[config.mk]
export PLATFORM = sky130hd
export DESIGN_NAME = ysyx_23060208_clint
export DESIGN_NICKNAME = d
export VERILOG_FILES = /design/src/rtl/ysyx_23060208_clint_pkg.sv /design/src/rtl/ysyx_23060208_clint_mtime.sv /design/src/rtl/ysyx_23060208_clint.sv
export SDC_FILE = /design/constraint.sdc
export NUM_CORES = 1
export LEC_CHECK = 0
export ABC_CLOCK_PERIOD_IN_PS = 2400
export CORE_MARGIN = 10
export CORE_UTILIZATION = 45
export CTS_CLUSTER_DIAMETER = 60
export DETAILED_ROUTE_END_ITERATION = 10
export GPL_TIMING_DRIVEN = 0
export PLACE_DENSITY = 0.73
export SLEW_MARGIN = 20
export SYNTH_ARGS = -nofsm -noshare
export SYNTH_HDL_FRONTEND = slang
export SYNTH_HIERARCHICAL = 1
export SYNTH_SLANG_ARGS = --single-unit
[constraint.sdc]
create_clock -name clock -period 2.4 [get_ports clock]
set_input_delay 0.72 -clock clock [delete_from_list [all_inputs] [get_ports clock]]
set_output_delay 0.72 -clock clock [all_outputs]
set_load 0.02 [all_outputs]
[src/rtl/ysyx_23060208_clint_pkg.sv]
// Shared constants, FSM state types and address/strobe helpers for the CLINT.
// Build option YSYX_23060208_CLINT_WRITE_EN adds the byte-strobe merge helper.
package ysyx_23060208_clint_pkg;

  localparam logic [31:0] CLINT_BASE = 32'h0200_0000;
  localparam logic [31:0] CLINT_MASK = 32'h0000_FFFF;
  localparam logic [15:0] MTIME_OFF  = 16'hBFF8;

  localparam logic [1:0] RESP_OKAY   = 2'b00;
  localparam logic [1:0] RESP_SLVERR = 2'b10;
  localparam logic [1:0] RESP_DECERR = 2'b11;

  localparam logic [1:0] BURST_FIXED = 2'b00;
  localparam logic [1:0] BURST_INCR  = 2'b01;
  localparam logic [1:0] BURST_WRAP  = 2'b10;

  typedef enum logic {R_IDLE, R_DATA} rstate_e;
  typedef enum logic {W_IDLE, W_RESP} wstate_e;

  // Only the 8-byte slot inside the 64 KiB window decides a hit.
  function automatic logic mtime_hit(input logic [31:0] addr);
    return ((addr & CLINT_MASK) >> 3) == {19'd0, MTIME_OFF[15:3]};
  endfunction

`ifdef YSYX_23060208_CLINT_WRITE_EN
  function automatic logic [63:0] strb_merge(input logic [63:0] old_v,
                                             input logic [63:0] new_v,
                                             input logic [7:0]  strb);
    logic [63:0] res;
    for (int i = 0; i < 8; i++) begin
      res[i*8 +: 8] = strb[i] ? new_v[i*8 +: 8] : old_v[i*8 +: 8];
    end
    return res;
  endfunction
`endif

endpackage

[src/rtl/ysyx_23060208_clint_mtime.sv]
// Prescaled 64-bit mtime counter; with YSYX_23060208_CLINT_WRITE_EN it also
// takes a byte-strobed write port that overrides the tick in the same cycle.
module ysyx_23060208_clint_mtime
  import ysyx_23060208_clint_pkg::*;
#(
  parameter int TICK_DIV = 1
) (
  input  logic        clk_i,
  input  logic        rst_ni,
`ifdef YSYX_23060208_CLINT_WRITE_EN
  input  logic        we_i,
  input  logic [63:0] wdata_i,
  input  logic [7:0]  wstrb_i,
`endif
  output logic [63:0] mtime_o
);

  localparam logic [31:0] PRE_LAST = 32'(TICK_DIV - 1);

  logic [31:0] pre_q, pre_d;
  logic [63:0] mtime_q, mtime_d;
  logic        tick_s;

  assign tick_s = (pre_q == PRE_LAST);

  // Next prescaler and counter value; a write takes priority over a tick.
  always_comb begin
    pre_d   = tick_s ? 32'd0 : pre_q + 32'd1;
    mtime_d = mtime_q;
`ifdef YSYX_23060208_CLINT_WRITE_EN
    if (we_i) begin
      mtime_d = strb_merge(mtime_q, wdata_i, wstrb_i);
    end else if (tick_s) begin
      mtime_d = mtime_q + 64'd1;
    end else begin
      mtime_d = mtime_q;
    end
`else
    if (tick_s) begin
      mtime_d = mtime_q + 64'd1;
    end else begin
      mtime_d = mtime_q;
    end
`endif
  end

  // Counter state registers.
  always_ff @(posedge clk_i or negedge rst_ni) begin
    if (!rst_ni) begin
      pre_q   <= 32'd0;
      mtime_q <= 64'd0;
    end else begin
      pre_q   <= pre_d;
      mtime_q <= mtime_d;
    end
  end

  assign mtime_o = mtime_q;

endmodule

[src/rtl/ysyx_23060208_clint.sv]
// AXI4 responder for the CLINT window: burst reads return an mtime snapshot.
// Define YSYX_23060208_CLINT_WRITE_EN to accept single-beat writes to mtime.
module ysyx_23060208_clint
  import ysyx_23060208_clint_pkg::*;
#(
  parameter int ADDR_WIDTH = 32,
  parameter int DATA_WIDTH = 32,
  parameter int TICK_DIV   = 1
) (
  input  logic                      clock,
  input  logic                      reset,
  output logic                      arready,
  input  logic                      arvalid,
  input  logic [ADDR_WIDTH-1:0]     araddr,
  input  logic [3:0]                arid,
  input  logic [7:0]                arlen,
  input  logic [2:0]                arsize,
  input  logic [1:0]                arburst,
  input  logic                      rready,
  output logic                      rvalid,
  output logic [1:0]                rresp,
  output logic [DATA_WIDTH*2-1:0]   rdata,
  output logic                      rlast,
  output logic [3:0]                rid,
  output logic                      awready,
  input  logic                      awvalid,
  input  logic [ADDR_WIDTH-1:0]     awaddr,
  input  logic [3:0]                awid,
  input  logic [7:0]                awlen,
  input  logic [2:0]                awsize,
  input  logic [1:0]                awburst,
  output logic                      wready,
  input  logic                      wvalid,
  input  logic [DATA_WIDTH*2-1:0]   wdata,
  input  logic [DATA_WIDTH/4-1:0]   wstrb,
  input  logic                      wlast,
  input  logic                      bready,
  output logic                      bvalid,
  output logic [1:0]                bresp,
  output logic [3:0]                bid,
  output logic [63:0]               mtime
);

  logic [63:0] mtime_s;

  rstate_e               rstate_q, rstate_d;
  logic                  arready_q, arready_d, rvalid_q, rvalid_d, rlast_q, rlast_d;
  logic [1:0]            rresp_q, rresp_d, rburst_q, rburst_d;
  logic [63:0]           rdata_q, rdata_d, snap_q, snap_d;
  logic [3:0]            rid_q, rid_d;
  logic [ADDR_WIDTH-1:0] raddr_q, raddr_d, raddr_nxt_s;
  logic [7:0]            rlen_q, rlen_d, rbeat_q, rbeat_d;
  logic                  ar_hs_s;

  wstate_e    wstate_q, wstate_d;
  logic       awready_q, awready_d, wready_q, wready_d, bvalid_q, bvalid_d;
  logic       aw_done_q, aw_done_d, w_done_q, w_done_d;
  logic [3:0] awid_q, awid_d, bid_q, bid_d;
  logic [1:0] bresp_q, bresp_d;
  logic       aw_hs_s, w_hs_s, commit_s, wr_ok_s;
  logic       unused_s;

  assign ar_hs_s  = arready_q & arvalid;
  assign aw_hs_s  = awready_q & awvalid;
  assign w_hs_s   = wready_q & wvalid;
  assign commit_s = (wstate_q == W_IDLE) & (aw_done_q | aw_hs_s) & (w_done_q | (w_hs_s & wlast));

  // Address of the following read beat; WRAP bursts walk like INCR.
  always_comb begin
    case (rburst_q)
      BURST_FIXED:            raddr_nxt_s = raddr_q;
      BURST_INCR, BURST_WRAP: raddr_nxt_s = raddr_q + ADDR_WIDTH'(8);
      default:                raddr_nxt_s = raddr_q + ADDR_WIDTH'(8);
    endcase
  end

  // Read FSM: the snapshot is taken on the AR handshake and served on every hit beat.
  always_comb begin
    rstate_d = rstate_q; arready_d = arready_q; rvalid_d = rvalid_q; rlast_d = rlast_q;
    rresp_d = rresp_q; rdata_d = rdata_q; rid_d = rid_q; raddr_d = raddr_q;
    rlen_d = rlen_q; rbeat_d = rbeat_q; rburst_d = rburst_q; snap_d = snap_q;
    case (rstate_q)
      R_IDLE: begin
        if (ar_hs_s) begin
          rstate_d  = R_DATA;
          arready_d = 1'b0;
          rvalid_d  = 1'b1;
          rid_d     = arid;
          rlen_d    = arlen;
          rbeat_d   = 8'd0;
          raddr_d   = araddr;
          rburst_d  = arburst;
          snap_d    = mtime_s;
          rlast_d   = (arlen == 8'd0);
          rdata_d   = mtime_hit(araddr) ? mtime_s : 64'd0;
          rresp_d   = mtime_hit(araddr) ? RESP_OKAY : RESP_DECERR;
        end else begin
          arready_d = 1'b1;
        end
      end
      R_DATA: begin
        if (rready && rlast_q) begin
          rstate_d  = R_IDLE;
          arready_d = 1'b1;
          rvalid_d  = 1'b0;
          rlast_d   = 1'b0;
          rdata_d   = 64'd0;
          rresp_d   = RESP_OKAY;
          rid_d     = 4'd0;
        end else if (rready) begin
          raddr_d = raddr_nxt_s;
          rbeat_d = rbeat_q + 8'd1;
          rlast_d = ((rbeat_q + 8'd1) == rlen_q);
          rdata_d = mtime_hit(raddr_nxt_s) ? snap_q : 64'd0;
          rresp_d = mtime_hit(raddr_nxt_s) ? RESP_OKAY : RESP_DECERR;
        end else begin
          rstate_d = R_DATA;
        end
      end
      default: begin
        rstate_d  = R_IDLE;
        arready_d = 1'b0;
        rvalid_d  = 1'b0;
      end
    endcase
  end

  // Write FSM: AW and the wlast beat are captured independently, then one B response.
  always_comb begin
    wstate_d = wstate_q; awready_d = awready_q; wready_d = wready_q; bvalid_d = bvalid_q;
    aw_done_d = aw_done_q; w_done_d = w_done_q; awid_d = awid_q; bid_d = bid_q; bresp_d = bresp_q;
    case (wstate_q)
      W_IDLE: begin
        if (commit_s) begin
          wstate_d  = W_RESP;
          awready_d = 1'b0;
          wready_d  = 1'b0;
          aw_done_d = 1'b0;
          w_done_d  = 1'b0;
          bvalid_d  = 1'b1;
          bid_d     = aw_done_q ? awid_q : awid;
          bresp_d   = wr_ok_s ? RESP_OKAY : RESP_SLVERR;
        end else begin
          if (aw_hs_s) begin
            aw_done_d = 1'b1;
            awready_d = 1'b0;
            awid_d    = awid;
          end else begin
            awready_d = ~aw_done_q;
          end
          if (w_hs_s && wlast) begin
            w_done_d = 1'b1;
            wready_d = 1'b0;
          end else begin
            wready_d = ~w_done_q;
          end
        end
      end
      W_RESP: begin
        if (bready) begin
          wstate_d  = W_IDLE;
          awready_d = 1'b1;
          wready_d  = 1'b1;
          bvalid_d  = 1'b0;
          bresp_d   = RESP_OKAY;
          bid_d     = 4'd0;
        end else begin
          wstate_d = W_RESP;
        end
      end
      default: begin
        wstate_d = W_IDLE;
        bvalid_d = 1'b0;
      end
    endcase
  end

  // Read and write FSM state plus all registered AXI outputs.
  always_ff @(posedge clock or negedge reset) begin
    if (!reset) begin
      rstate_q <= R_IDLE; arready_q <= 1'b0; rvalid_q <= 1'b0; rlast_q <= 1'b0;
      rresp_q <= 2'b00; rdata_q <= 64'd0; rid_q <= 4'd0; raddr_q <= '0;
      rlen_q <= 8'd0; rbeat_q <= 8'd0; rburst_q <= 2'b00; snap_q <= 64'd0;
      wstate_q <= W_IDLE; awready_q <= 1'b0; wready_q <= 1'b0; bvalid_q <= 1'b0;
      aw_done_q <= 1'b0; w_done_q <= 1'b0; awid_q <= 4'd0; bid_q <= 4'd0; bresp_q <= 2'b00;
    end else begin
      rstate_q <= rstate_d; arready_q <= arready_d; rvalid_q <= rvalid_d; rlast_q <= rlast_d;
      rresp_q <= rresp_d; rdata_q <= rdata_d; rid_q <= rid_d; raddr_q <= raddr_d;
      rlen_q <= rlen_d; rbeat_q <= rbeat_d; rburst_q <= rburst_d; snap_q <= snap_d;
      wstate_q <= wstate_d; awready_q <= awready_d; wready_q <= wready_d; bvalid_q <= bvalid_d;
      aw_done_q <= aw_done_d; w_done_q <= w_done_d; awid_q <= awid_d; bid_q <= bid_d; bresp_q <= bresp_d;
    end
  end

`ifdef YSYX_23060208_CLINT_WRITE_EN
  logic [ADDR_WIDTH-1:0]   awaddr_q, c_addr_s;
  logic [7:0]              awlen_q, c_len_s;
  logic [DATA_WIDTH*2-1:0] wdata_q, c_data_s;
  logic [DATA_WIDTH/4-1:0] wstrb_q, c_strb_s;
  logic                    we_s;

  // Hold the AW/W payload when one channel arrives ahead of the other.
  always_ff @(posedge clock or negedge reset) begin
    if (!reset) begin
      awaddr_q <= '0; awlen_q <= 8'd0; wdata_q <= '0; wstrb_q <= '0;
    end else begin
      if (aw_hs_s) begin
        awaddr_q <= awaddr;
        awlen_q  <= awlen;
      end
      if (w_hs_s && wlast) begin
        wdata_q <= wdata;
        wstrb_q <= wstrb;
      end
    end
  end

  assign c_addr_s = aw_done_q ? awaddr_q : awaddr;
  assign c_len_s  = aw_done_q ? awlen_q : awlen;
  assign c_data_s = w_done_q ? wdata_q : wdata;
  assign c_strb_s = w_done_q ? wstrb_q : wstrb;
  assign wr_ok_s  = mtime_hit(c_addr_s) & (c_len_s == 8'd0);
  assign we_s     = commit_s & wr_ok_s;
  assign unused_s = ^{arsize, awsize, awburst, CLINT_BASE};
`else
  assign wr_ok_s  = 1'b0;
  assign unused_s = ^{arsize, awsize, awburst, awaddr, awlen, wdata, wstrb, CLINT_BASE};
`endif

  ysyx_23060208_clint_mtime #(.TICK_DIV(TICK_DIV)) u_mtime (
    .clk_i   (clock),
    .rst_ni  (reset),
`ifdef YSYX_23060208_CLINT_WRITE_EN
    .we_i    (we_s),
    .wdata_i (c_data_s),
    .wstrb_i (c_strb_s),
`endif
    .mtime_o (mtime_s)
  );

  assign mtime   = mtime_s;
  assign arready = arready_q;
  assign rvalid  = rvalid_q;
  assign rresp   = rresp_q;
  assign rdata   = rdata_q;
  assign rlast   = rlast_q;
  assign rid     = rid_q;
  assign awready = awready_q;
  assign wready  = wready_q;
  assign bvalid  = bvalid_q;
  assign bresp   = bresp_q;
  assign bid     = bid_q;

endmodule

# Word-level counts from Yosys, hierarchy flattened
# Index checks and enable logic that the tools add are counted.
[totals]
reg_bits = 300
in_bits = 178
[classes]
mux = 62
n_reduce_logical = 16
n_eq_ne = 11
bitwise_logic = 13
addsub = 4
[ops]
columns = ["operator", "n"]
rows = [
  ["$mux 64", 5],
  ["$mux 32", 5],
  ["$pmux 64 s2", 1],
  ["$add 64x1->64 const B", 1],
  ["$pmux 32 s2", 1],
  ["$add 32x1->32 const B", 1],
  ["$add 32x4->32 const B", 1],
  ["$logic_not 32->1", 1],
  ["$eq 13x13->1 const B", 2],
  ["$mux 8", 3],
  ["$mux 1", 22],
  ["$mux 4", 5],
  ["$pmux 1 s2", 8],
  ["$pmux 4 s2", 2],
  ["$pmux 8 s2", 1],
  ["$mux 2", 7],
  ["$ne 2x2->1 const B", 6],
  ["$reduce_and 2->1", 6],
  ["$add 8x1->8 const B", 1],
  ["$eq 8x8->1", 1],
  ["$logic_not 8->1", 1],
  ["$pmux 2 s2", 2],
  ["$and 1x1->1", 6],
  ["$reduce_and 3->1", 2],
  ["8 further kinds", 15],
]

# Logic depth before layout (Yosys ltp)
# Gate-level depths: netlist (run 1).
[logic_depth]
word_depth = 7
depth_mapped = 9
mapped_depth_nobuf = 7

# By module
# The synthesis (run 1) kept the hierarchy.
[by_module_without_submodules]
columns = ["module", "cells_each", "seq_area_each_um2", "instances", "area_per_inst_um2"]
rows = [
  ["ysyx_23060208_clint", 889, 4554.4, 1, 8424.3],
  ["ysyx_23060208_clint_mtime", 422, 2402.3, 1, 4564.4],
]

# Worst setup path before layout (run 1)
# No wires, ideal clock.
[synth_timing]
path_type = "reg2reg"
startpoint = "register u_mtime.mtime_q[16] (netlist: u_mtime/mtime_o[16])"
endpoint = "register u_mtime.mtime_q[52] (netlist: u_mtime/mtime_o[52])"
required_ns = 2.320
path_buffers = 2
setup_ns = 0.080
slack_ns = 0.228
stages_incl_launch_ff = 8
t_arrival_ns = 2.093
cell_sequence = "dfrtp_1 nand4_2 or4_4 buf_6 or2_0 buf_2 nor4_2 xor2_1"
[synth_via]
elab_chain_cells = 1
[synth_rtl]
columns = ["element", "line_no", "text"]
rows = [
  ["start, declared", "ysyx_23060208_clint_mtime.sv:21", "logic [63:0] mtime_q, mtime_d;"],
  ["start signal, assigned", "ysyx_23060208_clint_mtime.sv:54", "mtime_q <= mtime_d;"],
  ["$add 64x1->64", "ysyx_23060208_clint_mtime.sv:40", "mtime_d = mtime_q + 64'd1;"],
]
# No other way between the ends.
# A chain may end at the register's enable or synchronous reset.

# Worst setup path in the final report (run 1)
[layout_timing]
startpoint = "register raddr_q[4]"
endpoint = "register rresp_q[0] (netlist: rresp[0])"
[layout_via]
elab_chain_cells = 7
[layout_rtl]
columns = ["element", "line_no", "text"]
rows = [
  ["start, declared", "ysyx_23060208_clint.sv:51", "logic [ADDR_WIDTH-1:0] raddr_q, raddr_d, raddr_nxt_s;"],
  ["start signal, assigned", "ysyx_23060208_clint.sv:188", "rresp_q <= rresp_d; rdata_q <= rdata_d; rid_q <= rid_d; raddr_q <= raddr_d;"],
  ["$add 32x4->32", "ysyx_23060208_clint.sv:72, ysyx_23060208_clint.sv:73", ""],
  ["$mux 32 *", "-", ""],
  ["$eq 13x13->1 *", "ysyx_23060208_clint_pkg.sv:22", "return ((addr & CLINT_MASK) >> 3) == {19'd0, MTIME_OFF[15:3]};"],
  ["$mux 2 *", "ysyx_23060208_clint.sv:115", "rresp_d = mtime_hit(raddr_nxt_s) ? RESP_OKAY : RESP_DECERR;"],
  ["$mux 2 *", "ysyx_23060208_clint.sv:110", "end else if (rready) begin"],
  ["$mux 2 *", "ysyx_23060208_clint.sv:102", "if (rready && rlast_q) begin"],
  ["$pmux 2 s2 *", "ysyx_23060208_clint.sv:82", "case (rstate_q)"],
  ["end signal, assigned", "ysyx_23060208_clint.sv:188", ""],
  ["end, declared", "ysyx_23060208_clint.sv:48", "logic [1:0] rresp_q, rresp_d, rburst_q, rburst_d;"],
]
# Every way passes the cells marked *; elsewhere a longest branch is shown, timed or not. The select of a mux whose other input is x is not followed.

==> results of run 1 <==
==> worst max-delay path, cell delays in order (launching register included) <==
cell       delay, ns
dfrtp_2         0.42
ha_2            0.22
o211ai_1        0.17
or4_4           0.56
xnor2_4         0.19
o2111ai_4       0.21
buf_12          0.23
a211o_1         0.25
==> worst max-delay path by stage <==
stage               depth (start not counted)                       startpoint                               to
floorplan                                   7  u_mtime/mtime_o[16]$_DFFE_PN0N_  u_mtime/mtime_o[52]$_DFFE_PN0N_
global placement                            1                            reset            rdata[14]$_DFFE_PN0P_
detailed placement                          7                          arvalid           snap_q[15]$_DFFE_PN0P_
CTS                                         7           raddr_q[3]$_DFFE_PN0P_             rresp[0]$_DFFE_PN0P_
global route                                7           raddr_q[4]$_DFFE_PN0P_             rresp[0]$_DFFE_PN0P_
finish                                      7           raddr_q[4]$_DFFE_PN0P_             rresp[0]$_DFFE_PN0P_
==> logic make-up (layout without fill, tap and decap cells) <==
| family | Yosys count | count (layout) | synth area share |
|---|---|---|---|
| fa+ha+maj | 5 | 5 | 0.00482 |
| simple gates | 599 | 599 | 0.215 |
| flops | 278 | 278 | 0.536 |
| mux | 13 | 13 | 0.0105 |
| compound gates | 211 | 211 | 0.123 |
| buf+inv | 95 | 347 | 0.0363 |
| xor+xnor | 109 | 109 | 0.0741 |
| other cells | 1 | 1 | 0.000289 |
==> registers in the layout (all words and copies together), names as in the netlist, 2 cells and up <==
signal and count:
rid 4, rbeat_q 8, awid_q 4, rburst_q 2, bid 4, u_mtime/pre_q 32
snap_q 64, rlen_q 8, u_mtime/mtime_o 64, raddr_q 13, rdata 64
==> stage by stage <==
| stage | power, mW | setup TNS [ns] | instances | area, µm² |
|---|---|---|---|---|
| after global routing | 13.8 | -0.293 | 1947 | 16600 |
| after floorplan | 7.46 | 0 | 1311 | 13000 |
| after detailed placement | 8.61 | -167.03 | 1880 | 15400 |
| after CTS | 13.1 | 0 | 1940 | 16400 |
| after global placement | 8.54 | -3318.78 | 1877 | 15300 |
| final | 13.1 | 0 | 1947 | 16600 |
==> what timing repair did <==
item | 4_1_cts | 5_1_grt
pin swaps | 3 | 1
gates cloned | 0 | 1
endpoints found under the setup margin | 264 | 171
buffers inserted | 5 | 6
gates resized for setup | 95 | 56
==> where the power goes <==
group          switching (mW)  leakage, nW  internal (mW)  total [mW]
sequential              0.399         3.74           5.13        5.52
combinational            1.97         3.42           1.13        3.11
clock                    1.94        0.473           2.52        4.46
==> cell usage after synthesis, drive strengths merged, types with 5 or more instances <==
cell type | count | share of area
a21oi | 23 | 0.0089
a22o | 5 | 0.0034
a32oi | 65 | 0.044
and3 | 12 | 0.0059
and4 | 11 | 0.0075
buf | 17 | 0.014
clkbuf | 61 | 0.018
dfrtp | 278 | 0.54
ha | 5 | 0.0048
inv | 17 | 0.0049
mux2 | 5 | 0.0043
mux2i | 8 | 0.0062
nand2 | 354 | 0.10
nand3 | 54 | 0.021
nand3b | 5 | 0.0029
nand4 | 43 | 0.022
nor2 | 48 | 0.014
nor3 | 19 | 0.0077
nor4 | 25 | 0.014
o21ai | 87 | 0.048
o22a | 5 | 0.0034
o22ai | 6 | 0.0029
o31ai | 5 | 0.0029
xnor2 | 68 | 0.046
xor2 | 41 | 0.028
==> routing by layer <==
metal / vias up / GRT usage / wire length, µm
li1: 5059 / - / -
met1: 5434 / 0.283 / 16800
met2: 344 / 0.320 / 17700
met3: 59 / 0.0353 / 2500
met4: 0 / 0.0522 / 845
met5: - / 0 / 0
==> area by class of cell <==
class | count | area [µm²]
multi-input cells | 938 | 5760
well taps | 384 | 480
inverters | 17 | 63.8
plain buffers | 76 | 452
clock inverters | 11 | 81.3
clock buffers | 46 | 872
repair buffers | 197 | 1930
fillers | 2444 | 12000
flip-flops and latches | 278 | 6970
==> metrics.txt, run 1 <==
Synth Instances=1311; CTS tree=built; die area=36100 µm²; GRT Total Usage=0.203; maxcap violations=0; layout cells sized above 1=0.130; Syn Nets=1494; Syn-to-layout area delta=27.9%; commonest non-fill, non-tap cell in the layout=nand2_1; Peak VDD IR=0.591 mV; DR vias/cell=5.60; Rel. slew slack=0.575; GRT Residual Overflow=0; Mapped Area=13000 µm²; status=complete, no violations; R2R depth=7; Via Count=10.9k; Avg WL per Cell=19.4 µm; Skew-Pair Late Insertion Delay=0.58 ns; R2R Setup Slk=0.02 ns; Post-Place Setup Slack=-1.20 ns; vias in the first global route=10.8k; initial antenna violation count=0; Setup WS post-layout=0.0213 ns; CTS max path bufs=3; CP Launch Type=flip-flop; Die Wd=190 µm; final period utilization=0.991; CTS Sinks=278; Slew @ Worst Pin=0.637 ns; post-synthesis sequential area ratio=0.536; Post-DP HPWL=26100 µm; WHS=0.00772 ns; first-pass GRT wire length=60000 µm; clock buffer count from CTS=31; 1st-iter DRT viols=801; Primary FF master, synth=dfrtp_1; Finish-stage setup viols=0; Worst EP arrival=2.83 ns; Critical Path Sink Type=flip-flop; layout net count=1722; largest net degree at the start of global routing=99; Worst-path clk slew=0.06 ns; YS warnings=6; Initial Util=0.454; Worst Path Max Fanout=6; Slew Viols, Final=0; syn_area_per_cell=9.91 µm²; EDFF count, synth=0; worst hold-check path type=input pin to async pin; H-tree levels=1; final hold vios=0; Leak Pwr=7.64 nW; minimum clock period=2.38 ns; async set-reset flop share out of synthesis=1.00; post-route ant nets=0; Yosys reg bits=278; num rows=62; most frequent cells in the layout=nand2_1, dfrtp_1, clkdlybuf4s50_1, xnor2_1; FMAX=0.420 GHz; Crit Path Class=flip-flop to flip-flop; RD Place Congestion=0.882; WL final=37800 µm; Buffers on Ports=182; Post-CTS Hold Buffers=0; Worst R2R Start=raddr_q[4]$_DFFE_PN0P_; die outline height=190 µm; core area=28600 µm²; Ports=324; Netlist cell types=66; Root Buffer=clkbuf_16; Critical Path RT=2.85 ns; r2r endpoint=rresp[0]$_DFFE_PN0P_; Ant. Diodes=0; DRT Pass-1 Iters=5; Cell Pwr Density=788 nW/µm²; drt drc=0; Fin Clk Skew=0.0190 ns; Util after Layout=0.580
Note: power is estimated with default switching activity, not from simulation.
==> inputs of run 2 (changes only) <==
--- a/config.mk
+++ b/config.mk
@@ -10,9 +10,9 @@
 export CORE_UTILIZATION = 45
 export CTS_CLUSTER_DIAMETER = 60
 export DETAILED_ROUTE_END_ITERATION = 10
+export GPL_ROUTABILITY_DRIVEN = 1
 export GPL_TIMING_DRIVEN = 0
 export PLACE_DENSITY = 0.73
-export SLEW_MARGIN = 20
 export SYNTH_ARGS = -nofsm -noshare
 export SYNTH_HDL_FRONTEND = slang
 export SYNTH_HIERARCHICAL = 1
==> run 2 against run 1 <==
Cell count about the same. First-iteration DRC count increased by 6.5%. Via count decreased by 0.54%. Critical path depth decreased by 6.
==> metrics.txt, run 2 (synthesis results as in run 1) <==
CP cell instances=clkdlybuf4s50_1; RD Place Congestion=0.882; most frequent cells in the layout=nand2_1, dfrtp_1, clkdlybuf4s50_1, xnor2_1, a32oi_1; CP Launch Type=flip-flop; Cell Pwr Density=815 nW/µm²; slowest CP cell=clkdlybuf4s50_1; Via Count=10.8k; Critical Path Sink Type=output pin; final cell count without fillers=1946; Peak VDD IR=0.546 mV; Worst-path clk slew=0.06 ns; Avg WL per Cell=19.4 µm; Buffers on Ports=182; commonest non-fill, non-tap cell in the layout=nand2_1; Ports=324; Initial Util=0.454; DRT Pass-1 Iters=5; Syn-to-layout area delta=28.1%; FMAX=0.429 GHz; # fillers=2443; final period utilization=0.972; Leak Pwr=7.67 nW; status=complete, no violations; maxcap violations=0; design area=16600 µm²; Finish-stage setup viols=0; Crit Path Class=flip-flop to output pin; Ant. Diodes=0; post-layout power=13.6 mW; Fin Clk Skew=0.0172 ns; clock buffer count from CTS=31; vias in the first global route=10.8k; H-tree levels=1; layout net count=1721; post-route ant nets=0; Critical Path RT=1.68 ns; CTS Sinks=278; 1st-iter DRT viols=853; delay-heaviest family, CP=buffers and inverters; RSZ-0062 raised after global routing=false; initial antenna violation count=0; final hold vios=0; Worst Path Max Fanout=4; worst path bufs/invs=1; die outline height=190 µm; Slew Viols, Final=0; worst hold-check path type=input pin to async pin; Worst EP arrival=1.61 ns; DR vias/cell=5.57; layout cells sized above 1=0.129; WHS=0.187 ns; die area=36100 µm²; Post-DP HPWL=25900 µm; largest net degree at the start of global routing=106; Cell Area, Placed=15400 µm²; Die Wd=190 µm; drt drc=0; core area=28600 µm²; CTS max path bufs=3; DP Cell Count=1879; Setup WS post-layout=0.0672 ns; minimum clock period=2.33 ns; CP peak stage delay=0.64 ns; Skew-Pair Late Insertion Delay=0.56 ns; Post-CTS Hold Buffers=0; Post-Place Setup Slack=-1.21 ns; CTS tree=built; GRT Total Usage=0.203; GRT Residual Overflow=0; num rows=62; first-pass GRT wire length=60300 µm; Slew @ Worst Pin=0.738 ns; WL final=37800 µm; Rel. slew slack=0.508; Root Buffer=clkbuf_16
## run 2: changes by cell type in the layout (fill, tap and decap cells not counted), moves of 3 or more
| cell | delta |
|---|---|
| buf_2 | +3 |
| bufinv_16 | +3 |
| clkbuf_1 | -6 |
| clkbuf_8 | +4 |
| clkinv_2 | -3 |
| clkinvlp_4 | +3 |
| dfrtp_1 | +6 |
| dfrtp_2 | -6 |
## run 2: cell type report
class	count	area, µm²	share of cell area
Sequential cell	278	6960	0.419
Inverter	17	63.8	0.00384
Tap cell	384	480	0.0289
Multi-Input combinational cell	938	5720	0.344
Timing Repair Buffer	196	1900	0.114
Clock buffer	44	905	0.0544
Buffer	76	438	0.0263
Clock inverter	13	159	0.00955
## run 2: final timing paths
kind	start	endpoint	slack (ns)	depth (start not counted)
hold / removal	reset	rdata[55]$_DFFE_PN0P_	0.19	1
setup reg to reg	raddr_q[3]$_DFFE_PN0P_	rdata[19]$_DFFE_PN0P_	0.07	8
hold reg to reg	snap_q[11]$_DFFE_PN0P_	snap_q[11]$_DFFE_PN0P_	0.47	2
setup / recovery	arready$_DFFE_PN0P_	arready	0.07	1
min in group clock	snap_q[11]$_DFFE_PN0P_	snap_q[11]$_DFFE_PN0P_	0.47	2
max in group asynchronous	reset	u_mtime/mtime_o[17]$_DFFE_PN0N_	1.20	2
## run 2: repair_timing
item	4_1_cts	5_1_grt
buffers inserted	7	4
endpoints found under the hold margin	0	0
setup endpoints to repair	260	175
pin swaps	2	2
gates resized for setup	93	46
gates cloned	1	0
## run 2: where the power goes
part	switching (mW)	total, mW	leakage [nW]	internal, mW
logic	2.00	3.14	3.40	1.14
registers	0.387	5.51	3.75	5.12
clock network	1.97	4.91	0.517	2.95
total	4.36	13.6	7.67	9.20
## run 2: metal layers
metal	part of all wire	routed length, µm	GRT usage	vias to the layer above
met2	0.46	17500	0.321	306
met1	0.46	17400	0.287	5424
met3	0.057	2160	0.0308	50
li1	-	-	-	5057
met5	0	0	0	-
met4	0.020	775	0.0507	0
## run 2: metrics by stage
step           TNS [ns]  utilization
4_1_cts               0        0.576
3_5_place_dp    -168.88        0.536
5_1_grt               0        0.581
2_1_floorplan         0            -
3_3_place_gp   -3318.78        0.534
6_report              0        0.581
==> inputs of run 3 (changes only) <==
--- a/config.mk
+++ b/config.mk
@@ -7,12 +7,12 @@
 export LEC_CHECK = 0
 export ABC_CLOCK_PERIOD_IN_PS = 2400
 export CORE_MARGIN = 10
-export CORE_UTILIZATION = 45
+export CORE_UTILIZATION = 50
 export CTS_CLUSTER_DIAMETER = 60
 export DETAILED_ROUTE_END_ITERATION = 10
 export GPL_ROUTABILITY_DRIVEN = 1
 export GPL_TIMING_DRIVEN = 0
-export PLACE_DENSITY = 0.73
+export PLACE_DENSITY = 0.8
 export SYNTH_ARGS = -nofsm -noshare
 export SYNTH_HDL_FRONTEND = slang
 export SYNTH_HIERARCHICAL = 1
==> run 3 against run 2 <==
Fmax decreased by 0.37%. Cell count shrank 2.6%. Worst setup slack lost 0.0087 ns. Critical path type unchanged. Critical endpoint unchanged.
==> metrics.txt, run 3 (synthesis results as in run 1) <==
status=complete, no violations; CP peak stage delay=0.65 ns; worst hold-check path type=input pin to async pin; Buffers on Ports=182; final cell count without fillers=1895; Skew-Pair Late Insertion Delay=0.56 ns; core area=25400 µm²; Slew Viols, Final=0; Avg WL per Cell=20.0 µm; Leak Pwr=7.69 nW; DRT Pass-1 Iters=5; maxcap violations=0; Fin Clk Skew=0.0261 ns; GRT Residual Overflow=0; Peak VDD IR=0.602 mV; vias in the first global route=10.9k; Via Count=11.1k; Post-DP HPWL=25900 µm; Reg power frac=0.411; final period utilization=0.976; Worst EP arrival=1.62 ns; Initial Util=0.511; CTS Sinks=278; first-pass GRT wire length=60200 µm; Ant. Diodes=0; switching share of power=0.321; Setup WS post-layout=0.0585 ns; FMAX=0.427 GHz; Rel. slew slack=0.545; Post-CTS Hold Buffers=0; final hold vios=0; initial antenna violation count=0; CTS max path bufs=3; Util after Layout=0.655; Worst Path Max Fanout=4; delay-heaviest family, CP=buffers and inverters; die outline height=181 µm; register area=6970 µm²; layout net count=1724; H-tree levels=1; CP Launch Type=flip-flop; # fillers=1981; clock network power share=0.360; die area=32800 µm²; most frequent cells in the layout=nand2_1, dfrtp_1, clkdlybuf4s50_1, xnor2_1, a32oi_1; post-layout power=13.4 mW; Die Wd=181 µm; Post-Place Setup Slack=-1.09 ns; Ports=324; Root Buffer=clkbuf_16; DR vias/cell=5.84; Critical Path RT=1.68 ns; internal power=9.12 mW; largest net degree at the start of global routing=126; Crit Path Class=flip-flop to output pin; GRT Total Usage=0.219; CTS tree=built; Critical Path Sink Type=output pin; layout cells sized above 1=0.134; Slew @ Worst Pin=0.683 ns; commonest non-fill, non-tap cell in the layout=nand2_1; Sw Pwr=4.31 mW; RD Place Congestion=0.927; clock buffer count from CTS=30; Syn-to-layout area delta=28.0%; area of the multi-input gates=5760 µm²; Combinational Power Share=0.229; CP cell instances=clkdlybuf4s50_1; minimum clock period=2.34 ns; 1st-iter DRT viols=1026; Worst-path clk slew=0.06 ns; Finish-stage setup viols=0; worst path bufs/invs=1; WL final=37900 µm; drt drc=0; post-route ant nets=0; slowest CP cell=clkdlybuf4s50_1; Cell Pwr Density=808 nW/µm²; num rows=58; DP Cell Count=1825
run 3: changes by cell type in the layout (fill, tap and decap cells not counted), moves of 4 or more:
| cell | before | now |
|---|---|---|
| clkbuf_2 | 18 | 13 |
| dfrtp_2 | 5 | 12 |
| dfrtp_1 | 273 | 266 |
| clkbuf_1 | 43 | 48 |
| clkbuf_8 | 8 | 4 |
run 3: routing by layer:
layer / GRT usage / wire length [µm] / vias up
li1: - / - / 5054
met1: 0.295 / 16300 / 5526
met2: 0.348 / 17800 / 408
met3: 0.0430 / 2620 / 86
met4: 0.0748 / 1190 / 0
met5: 0 / 0 / -
run 3: timing repair:
action                                  CTS  global route
pin swaps                                 3             3
setup buffers                             7             9
cloned                                    1             0
endpoints found under the setup margin  257           128
gates resized for setup                  95            42
run 3: metrics by stage:
step / hold WS [ns] / instance area [µm²] / TNS, ns
after detailed placement: 0.461 / 15300 / -155.78
after floorplan: 0.424 / 13000 / 0
after CTS: 0.0425 / 16400 / -0.0298
after global routing: 0.0486 / 16600 / -0.0359
final: 0.0455 / 16600 / 0
after global placement: 0.458 / 15200 / -3276.59
run 3: final timing paths:
| check | from | endpoint | slack [ns] | cells after the start |
|---|---|---|---|---|
| hold / removal | reset | rdata[54]$_DFFE_PN0P_ | 0.05 | 1 |
| setup / recovery | arready$_DFFE_PN0P_ | arready | 0.06 | 1 |
| min in group clock | u_mtime/pre_q[31]$_DFF_PN0_ | u_mtime/pre_q[31]$_DFF_PN0_ | 0.47 | 1 |
| setup reg to reg | u_mtime/mtime_o[4]$_DFFE_PN0N_ | u_mtime/mtime_o[29]$_DFFE_PN0N_ | 0.07 | 7 |
| max in group asynchronous | reset | u_mtime/mtime_o[20]$_DFFE_PN0N_ | 0.95 | 3 |
| hold reg to reg | u_mtime/pre_q[31]$_DFF_PN0_ | u_mtime/pre_q[31]$_DFF_PN0_ | 0.47 | 1 |
run 3: power groups by stage:
stage	sequential (mW)	combinational (mW)	clock (mW)
after floorplan	5.62	1.84	0
after global placement	5.58	2.91	0
after detailed placement	5.59	2.99	0
after CTS	5.51	3.04	4.90
after global routing	5.58	3.38	5.10
final	5.52	3.08	4.83
run 3: cell type report:
class | count | area share
repair buffers | 201 | 0.117
flip-flops and latches | 278 | 0.419
clock inverters | 18 | 0.0134
clock buffers | 38 | 0.0494
inverters | 17 | 0.00384
well taps | 330 | 0.0248
plain buffers | 75 | 0.0258
multi-input cells | 938 | 0.347
